===== config.mk =====
export PLATFORM = sky130hd
export DESIGN_NAME = guess_commit_ctrl
export DESIGN_NICKNAME = d
export VERILOG_FILES = /design/src/rtl/guess_commit_ctrl_pkg.sv /design/src/rtl/pin_match_scan.sv /design/src/rtl/guess_commit_ctrl.sv
export SDC_FILE = /design/constraint.sdc
export NUM_CORES = 1
export LEC_CHECK = 0
export BUFFER_PORTS_ARGS = -buffer_cell sky130_fd_sc_hd__buf_2
export CAP_MARGIN = 25
export CORE_ASPECT_RATIO = 1.2
export CORE_UTILIZATION = 40
export CTS_BUF_LIST = sky130_fd_sc_hd__clkbuf_4 sky130_fd_sc_hd__clkbuf_8
export CTS_CLUSTER_DIAMETER = 40
export DETAILED_ROUTE_END_ITERATION = 8
export GPL_TIMING_DRIVEN = 0
export SLEW_MARGIN = 0
export SYNTH_ARGS = -nofsm -noshare
export SYNTH_HDL_FRONTEND = slang
export SYNTH_SLANG_ARGS = --single-unit

===== constraint.sdc =====
create_clock -name clk -period 7.55 [get_ports clk]
set_input_delay 0 -clock clk [delete_from_list [all_inputs] [get_ports clk]]
set_output_delay 0 -clock clk [all_outputs]
set_load 0.02 [all_outputs]

===== src/rtl/guess_commit_ctrl_pkg.sv =====
// Shared types and board geometry for committing one guess to board RAM.
package guess_commit_ctrl_pkg;

    localparam int unsigned max_pins_count   = 20;
    localparam int unsigned max_guesses      = 99;
    localparam int unsigned PIN_COLOR_W      = 5;
    localparam int unsigned PIN_POS_W        = 5;
    localparam int unsigned board_addr_w     = 12;
    localparam int unsigned ram_hints_offset = 1980;

    typedef enum logic [2:0] {
        ST_IDLE,
        ST_GREEN,
        ST_YELLOW,
        ST_HINT_G,
        ST_HINT_Y,
        ST_DONE
    } GUESS_COMMIT_STATE;

    typedef enum logic [1:0] {
        SCAN_HOLD,
        SCAN_GREEN,
        SCAN_YELLOW
    } scan_phase_t;

endpackage


===== src/rtl/pin_match_scan.sv =====
// Pin-by-pin green/yellow scan: owns the i/j counters, analyzed masks and hint counters.
module pin_match_scan
    import guess_commit_ctrl_pkg::*;
#(
    parameter int unsigned PINS_MAX = max_pins_count,
    parameter int unsigned COLOR_W  = PIN_COLOR_W,
    parameter int unsigned POS_W    = PIN_POS_W
) (
    input  logic                        clk,
    input  logic                        reset,
    input  logic                        clear,
    input  scan_phase_t                 phase,
    input  logic                        step,
    input  logic [POS_W-1:0]            n,
    input  logic [PINS_MAX*COLOR_W-1:0] guess,
    input  logic [PINS_MAX*COLOR_W-1:0] secret,
    output logic [POS_W-1:0]            pin_idx,
    output logic [COLOR_W-1:0]          cur_pin_c,
    output logic [POS_W-1:0]            green,
    output logic [POS_W-1:0]            yellow,
    output logic                        last_c
);

    logic [COLOR_W-1:0]  g_arr [PINS_MAX];
    logic [COLOR_W-1:0]  s_arr [PINS_MAX];
    logic [POS_W-1:0]    j_idx;
    logic [PINS_MAX-1:0] analyzed_guess;
    logic [PINS_MAX-1:0] analyzed_secret;
    logic [POS_W-1:0]    last_n;
    logic                i_adv;
    logic                j_adv;
    logic                grn_hit;
    logic                yel_hit;

    always_comb begin
        for (int k = 0; k < int'(PINS_MAX); k++) begin
            g_arr[k] = guess[k*COLOR_W +: COLOR_W];
            s_arr[k] = secret[k*COLOR_W +: COLOR_W];
        end
    end

    assign last_n    = n - POS_W'(1);
    assign cur_pin_c = g_arr[pin_idx];

    // One comparison per step; j only walks while guess pin i is still unresolved.
    always_comb begin
        i_adv   = 1'b0;
        j_adv   = 1'b0;
        grn_hit = 1'b0;
        yel_hit = 1'b0;
        case (phase)
            SCAN_GREEN: begin
                i_adv   = step;
                grn_hit = step && (g_arr[pin_idx] == s_arr[pin_idx]);
            end
            SCAN_YELLOW: begin
                if (step) begin
                    if (analyzed_guess[pin_idx]) begin
                        i_adv = 1'b1;
                    end else if ((g_arr[pin_idx] == s_arr[j_idx]) && !analyzed_secret[j_idx]) begin
                        yel_hit = 1'b1;
                        i_adv   = 1'b1;
                    end else if (j_idx == last_n) begin
                        i_adv = 1'b1;
                    end else begin
                        j_adv = 1'b1;
                    end
                end
            end
            default: ;
        endcase
        last_c = i_adv && (pin_idx == last_n);
    end

    always_ff @(posedge clk or posedge reset) begin
        if (reset) begin
            pin_idx         <= '0;
            j_idx           <= '0;
            green           <= '0;
            yellow          <= '0;
            analyzed_guess  <= '0;
            analyzed_secret <= '0;
        end else if (clear) begin
            pin_idx         <= '0;
            j_idx           <= '0;
            green           <= '0;
            yellow          <= '0;
            analyzed_guess  <= '0;
            analyzed_secret <= '0;
        end else begin
            if (i_adv) begin
                pin_idx <= last_c ? '0 : pin_idx + POS_W'(1);
                j_idx   <= '0;
            end else if (j_adv) begin
                j_idx <= j_idx + POS_W'(1);
            end
            if (grn_hit) begin
                analyzed_guess[pin_idx]  <= 1'b1;
                analyzed_secret[pin_idx] <= 1'b1;
                green                    <= green + POS_W'(1);
            end
            if (yel_hit) begin
                analyzed_secret[j_idx] <= 1'b1;
                yellow                 <= yellow + POS_W'(1);
            end
        end
    end

endmodule


===== src/rtl/guess_commit_ctrl.sv =====
// Commits one guess: writes its pins to board RAM, scores it, then writes both hint counts.
module guess_commit_ctrl
    import guess_commit_ctrl_pkg::*;
#(
    parameter int unsigned PINS_MAX     = max_pins_count,
    parameter int unsigned GUESSES_MAX  = max_guesses,
    parameter int unsigned COLOR_W      = PIN_COLOR_W,
    parameter int unsigned POS_W        = PIN_POS_W,
    parameter int unsigned ADDR_W       = board_addr_w,
    parameter int unsigned HINTS_OFFSET = ram_hints_offset
) (
    input  logic                        clk,
    input  logic                        reset,
    input  logic                        start,
    input  logic [POS_W-1:0]            pins_count,
    input  logic [7:0]                  guess_idx,
    input  logic [PINS_MAX*COLOR_W-1:0] guess,
    input  logic [PINS_MAX*COLOR_W-1:0] secret,
    output logic                        busy,
    output logic                        done,
    output logic                        err,
    output logic [POS_W-1:0]            green,
    output logic [POS_W-1:0]            yellow,
    output logic                        solved,
    output logic                        ram_we,
    output logic [ADDR_W-1:0]           ram_addr,
    output logic [COLOR_W-1:0]          ram_wdata
);

    GUESS_COMMIT_STATE           state;
    GUESS_COMMIT_STATE           state_next;
    logic [PINS_MAX*COLOR_W-1:0] guess_q;
    logic [PINS_MAX*COLOR_W-1:0] secret_q;
    logic [POS_W-1:0]            n_q;
    logic [7:0]                  idx_q;
    logic                        start_ok_c;
    logic                        accept_c;
    scan_phase_t                 scan_phase;
    logic                        scan_step;
    logic                        scan_last_c;
    logic [POS_W-1:0]            scan_i;
    logic [COLOR_W-1:0]          cur_pin_c;
    logic [ADDR_W-1:0]           pin_base_c;
    logic [ADDR_W-1:0]           hint_base_c;

    assign start_ok_c = (pins_count != '0)
                     && (pins_count <= POS_W'(PINS_MAX))
                     && (guess_idx < 8'(GUESSES_MAX));
    assign accept_c   = (state == ST_IDLE) && start && start_ok_c;

    assign pin_base_c  = ADDR_W'(idx_q) * ADDR_W'(PINS_MAX);
    assign hint_base_c = ADDR_W'(HINTS_OFFSET) + (ADDR_W'(idx_q) << 1);

    pin_match_scan #(
        .PINS_MAX (PINS_MAX),
        .COLOR_W  (COLOR_W),
        .POS_W    (POS_W)
    ) u_scan (
        .clk       (clk),
        .reset     (reset),
        .clear     (accept_c),
        .phase     (scan_phase),
        .step      (scan_step),
        .n         (n_q),
        .guess     (guess_q),
        .secret    (secret_q),
        .pin_idx   (scan_i),
        .cur_pin_c (cur_pin_c),
        .green     (green),
        .yellow    (yellow),
        .last_c    (scan_last_c)
    );

    always_ff @(posedge clk or posedge reset) begin
        if (reset) begin
            state <= ST_IDLE;
        end else begin
            state <= state_next;
        end
    end

    // Moore decode of the RAM port and status from state plus scan index.
    always_comb begin
        state_next = state;
        busy       = 1'b0;
        done       = 1'b0;
        ram_we     = 1'b0;
        ram_addr   = '0;
        ram_wdata  = '0;
        scan_phase = SCAN_HOLD;
        scan_step  = 1'b0;
        case (state)
            ST_IDLE: begin
                if (accept_c) state_next = ST_GREEN;
            end
            ST_GREEN: begin
                busy       = 1'b1;
                ram_we     = 1'b1;
                ram_addr   = pin_base_c + ADDR_W'(scan_i);
                ram_wdata  = cur_pin_c;
                scan_phase = SCAN_GREEN;
                scan_step  = 1'b1;
                if (scan_last_c) state_next = ST_YELLOW;
            end
            ST_YELLOW: begin
                busy       = 1'b1;
                scan_phase = SCAN_YELLOW;
                scan_step  = 1'b1;
                if (scan_last_c) state_next = ST_HINT_G;
            end
            ST_HINT_G: begin
                busy       = 1'b1;
                ram_we     = 1'b1;
                ram_addr   = hint_base_c;
                ram_wdata  = COLOR_W'(green);
                state_next = ST_HINT_Y;
            end
            ST_HINT_Y: begin
                busy       = 1'b1;
                ram_we     = 1'b1;
                ram_addr   = hint_base_c + ADDR_W'(1);
                ram_wdata  = COLOR_W'(yellow);
                state_next = ST_DONE;
            end
            ST_DONE: begin
                busy       = 1'b1;
                done       = 1'b1;
                state_next = ST_IDLE;
            end
            default: state_next = ST_IDLE;
        endcase
    end

    // Capture on accept; solved is resolved entering DONE so it is valid during the done pulse.
    always_ff @(posedge clk or posedge reset) begin
        if (reset) begin
            guess_q  <= '0;
            secret_q <= '0;
            n_q      <= '0;
            idx_q    <= '0;
            err      <= 1'b0;
            solved   <= 1'b0;
        end else begin
            err <= (state == ST_IDLE) && start && !start_ok_c;
            if (accept_c) begin
                guess_q  <= guess;
                secret_q <= secret;
                n_q      <= pins_count;
                idx_q    <= guess_idx;
                solved   <= 1'b0;
            end else if (state == ST_HINT_Y) begin
                solved <= (green == n_q);
            end
        end
    end

endmodule


==> results.md <==
- Run status: complete, but fails checks
- Failing checks: DRC
- DRT iter0 DRCs: 1152
- Final WL: 54.1 mm
- Skew final: 44.5 ps
- Core area: 0.0371 mm2
- TritonCTS clock tree: built
- Die W: 180 um
- Via count: 14423
- Number of buffers created by CTS: 50
- Unrepaired setup endpoints after global routing: false
- Distinct cells, synth: 69
- GRT overflow: 0
- Syn avg cell area: 9.32 um2
- Post-synth EDFFs: 0
- Critical Path RT: 8020 ps
- CP cell instances: buf_4 > buf_4 > buf_4 > buf_2 > mux4_2 > a22oi_1 > o22ai_1 > a31oi_1 > o221ai_2 > and2_1 > buf_2 > nor4_1
- Crit Path Class: flip-flop to flip-flop
- Final Hold Viols: 0
- Setup crit end kind: flip-flop
- Delay of the slowest cell on the worst path: 560 ps
- Uppermost layer routed: met4
- Hold/Removal Path Class: primary input to flip-flop
- Layout cell share with drive strength beyond 1: 0.209
- Share of flip-flops with an asynchronous set or reset: 1.00
- Clock-pin transition on the worst setup and hold timing paths: 70 ps
- Crit start category: flip-flop
- Crit path max-delay family: buffers and inverters
- DRC viols: 13
- Pwr/cell area: 351 mW/mm2
- Main synth FF type: dfrtp_1
- Fmax: 0.231 GHz
- Clk_lat worst skew: 620 ps
- RePlAce Congestion: 0.914
- Setup TNS: 0 ps
- Dpl ws: 3280 ps
- CTS Root Cell: clkbuf_8
- All-Layer GR Usage: 0.284
- Clock sinks: 278
- Slew margin rel.: 0.285
- Leakage: 9.91 nW
- Final count of pins violating max slew: 0
- CP max stage cell: dfrtp_1
- I/O pins: 248
- Syn Nets: 1873
- Area of the die: 0.0386 mm2
- PortBufs: 247
- Vias/cell: 5.43
- Most used cell, CP: buf_4
- Synth Instances: 1624
- Crit share post-route: 0.573
- Antenna violations before repair: 1
- H-tree Lvls: 2
- Initial core utilization: 0.408
- CP Buf/Inv Count: 5
- Tmin final: 4330 ps
- Yosys reg bits: 278
- Post_cts resized: 0
- Final ANT Viol Nets: 0
- Max-cap viol count: 0
- WL per Instance: 20.3 um
- Largest net degree at the start of global routing: 41
- Die Y-Extent: 215 um
- DR pass1 iterations: 7
- M1 WL: 22.4 mm
- Synth-to-Final Area Change: 34.8%
- WL met3: 3.45 mm
- Layout Nets: 2394
- Register area share after synthesis: 0.459
- Vias in the first global route: 15072
- Crit-path max FO: 10
- DP HPWL: 37.8 mm
- Setup WS post-layout: 3220 ps
- Post-Syn Area: 0.0151 mm2
- Worst IR Drop VDD: 0.134 mV
- Number of synthesis warnings: 0
- Final Setup Violations: 0
- CTS max path bufs: 3
- Global-route wire length before repair: 84.5 mm
- Row cnt: 77
- Slew @ Worst Pin: 1060 ps
- WL met2: 25.7 mm
- Critical Path AT: 4800 ps
==> layout make-up <==
cell class | count | area, um2
plain buffers | 101 | 467
multi-input cells | 1221 | 7640
clock inverters | 12 | 145
well taps | 474 | 593
flip-flops and latches | 278 | 6960
diodes | 1 | 2.50
repair buffers | 469 | 3530
fillers | 3207 | 16700
inverters | 24 | 93.8
clock buffers | 78 | 986
==> layout by cell type, fill, tap and decap left out, drive strengths merged, types with 28 or more instances in the layout <==
| cell type | n |
|---|---|
| mux4 | 71 |
| nor2 | 59 |
| xnor2 | 28 |
| mux2i | 46 |
| buf | 286 |
| nand3 | 35 |
| nand2 | 679 |
| ha | 31 |
| clkbuf | 147 |
| dfrtp | 278 |
| dlygate4sd3 | 215 |
==> per-layer routing <==
metal / up-vias / GRT usage
li1: 6540 / -
met1: 7043 / 0.370
met2: 676 / 0.465
met3: 164 / 0.0405
met4: 0 / 0.142
met5: - / 0
==> synthesized netlist by cell type (4+ instances only) <==
| cell | count | share of area |
|---|---|---|
| o221ai_1 | 11 | 0.0064 |
| o211ai_1 | 5 | 0.0025 |
| ha_1 | 31 | 0.026 |
| a31oi_1 | 13 | 0.0054 |
| xor2_1 | 21 | 0.012 |
| or3_1 | 5 | 0.0021 |
| clkbuf_1 | 69 | 0.017 |
| dfrtp_1 | 278 | 0.46 |
| buf_2 | 13 | 0.0043 |
| and3_1 | 4 | 0.0017 |
| o21ai_0 | 24 | 0.0079 |
| and2_1 | 6 | 0.0025 |
| a21o_1 | 4 | 0.0020 |
| mux2i_1 | 46 | 0.030 |
| a221o_1 | 4 | 0.0026 |
| a2bb2oi_1 | 6 | 0.0035 |
| nand3_1 | 34 | 0.011 |
| buf_6 | 5 | 0.0037 |
| inv_1 | 22 | 0.0055 |
| buf_4 | 9 | 0.0045 |
| xnor2_1 | 28 | 0.016 |
| a21oi_1 | 20 | 0.0066 |
| nor3_1 | 15 | 0.0050 |
| nand4_1 | 6 | 0.0025 |
| mux4_2 | 71 | 0.11 |
| nand2_1 | 679 | 0.17 |
| o22ai_1 | 9 | 0.0037 |
| or2_2 | 4 | 0.0017 |
| nand2b_1 | 11 | 0.0045 |
| buf_1 | 5 | 0.0012 |
| nor2_1 | 59 | 0.015 |
| nor2b_1 | 15 | 0.0062 |
| o31ai_1 | 4 | 0.0020 |
| a211oi_1 | 4 | 0.0020 |
| o21a_1 | 18 | 0.0089 |
| a22oi_1 | 9 | 0.0045 |
==> worst register-to-register path, cell delays in order, from the launching register on <==
cell and delay [ps]:
dfrtp_1 560, buf_4 270, buf_4 270, buf_4 350, buf_2 440, mux4_2 380
a22oi_1 230, o22ai_1 240, a31oi_1 430, o221ai_2 260, and2_1 220, buf_2 190
nor4_1 380
==> power breakdown <==
part	internal [mW]	leakage [nW]	switching, mW	total (mW)
registers	2.06	3.55	0.463	2.52
logic	1.33	5.78	1.72	3.05
clock network	0.932	0.587	0.663	1.60
total	4.32	9.91	2.84	7.17
==> flip-flops by register name, indices dropped and copies added, names as in the netlist, 5 cells and up <==
signal                  cells
u_scan.green                5
secret_q                  100
u_scan.pin_idx              5
u_scan.yellow               5
n_q                         5
idx_q                       8
u_scan.analyzed_secret     20
u_scan.j_idx                5
u_scan.analyzed_guess      20
guess_q                   100
==> metrics by stage <==
stage / hold WS (ps) / area (um2) / power [mW] / util / cells
after global routing: 128 / 20400 / 7.58 / 0.550 / 2658
after detailed placement: 192 / 17100 / 5.45 / 0.462 / 2352
after floorplan: 105 / 15100 / 4.48 / - / 1624
after CTS: 102 / 20400 / 7.14 / 0.550 / 2657
final: 111 / 20400 / 7.17 / 0.550 / 2658
after global placement: 197 / 17000 / 5.37 / 0.458 / 2345
==> worst paths after layout <==
| kind | start | to | slack (ps) | depth (start not counted) |
|---|---|---|---|---|
| worst min register to register | guess_q[52] | guess_q[52] | 470 | 2 |
| min in group asynchronous | reset | u_scan.analyzed_secret[4] | 120 | 3 |
| worst max register to register | u_scan.pin_idx[1] | u_scan.j_idx[4] | 3220 | 12 |
| max in group asynchronous | reset | guess_q[4] | 6190 | 6 |
| worst min-delay path | guess[62] | guess_q[62] | 110 | 4 |
| worst max-delay path | u_scan.pin_idx[1] | u_scan.j_idx[4] | 3220 | 12 |
==> what timing repair did <==
item                                    in CTS  in global routing
endpoints found under the hold margin      248                  0
endpoints found under the setup margin       0                  0
hold buffers                               215                  0
buffers inserted                             0                  0
==> cells by family after synthesis <==
| logic type | count (synthesis) | share of synthesized area |
|---|---|---|
| XOR/XNOR | 49 | 0.0283 |
| buffers and inverters | 125 | 0.0368 |
| AND/OR/NAND/NOR | 857 | 0.232 |
| flip-flops | 278 | 0.459 |
| AO/OA/AOI/OAI | 163 | 0.0773 |
| multiplexers | 119 | 0.137 |
| adder cells (fa/ha/maj) | 33 | 0.0283 |
No activity file was read; power rests on OpenSTA's default activity.
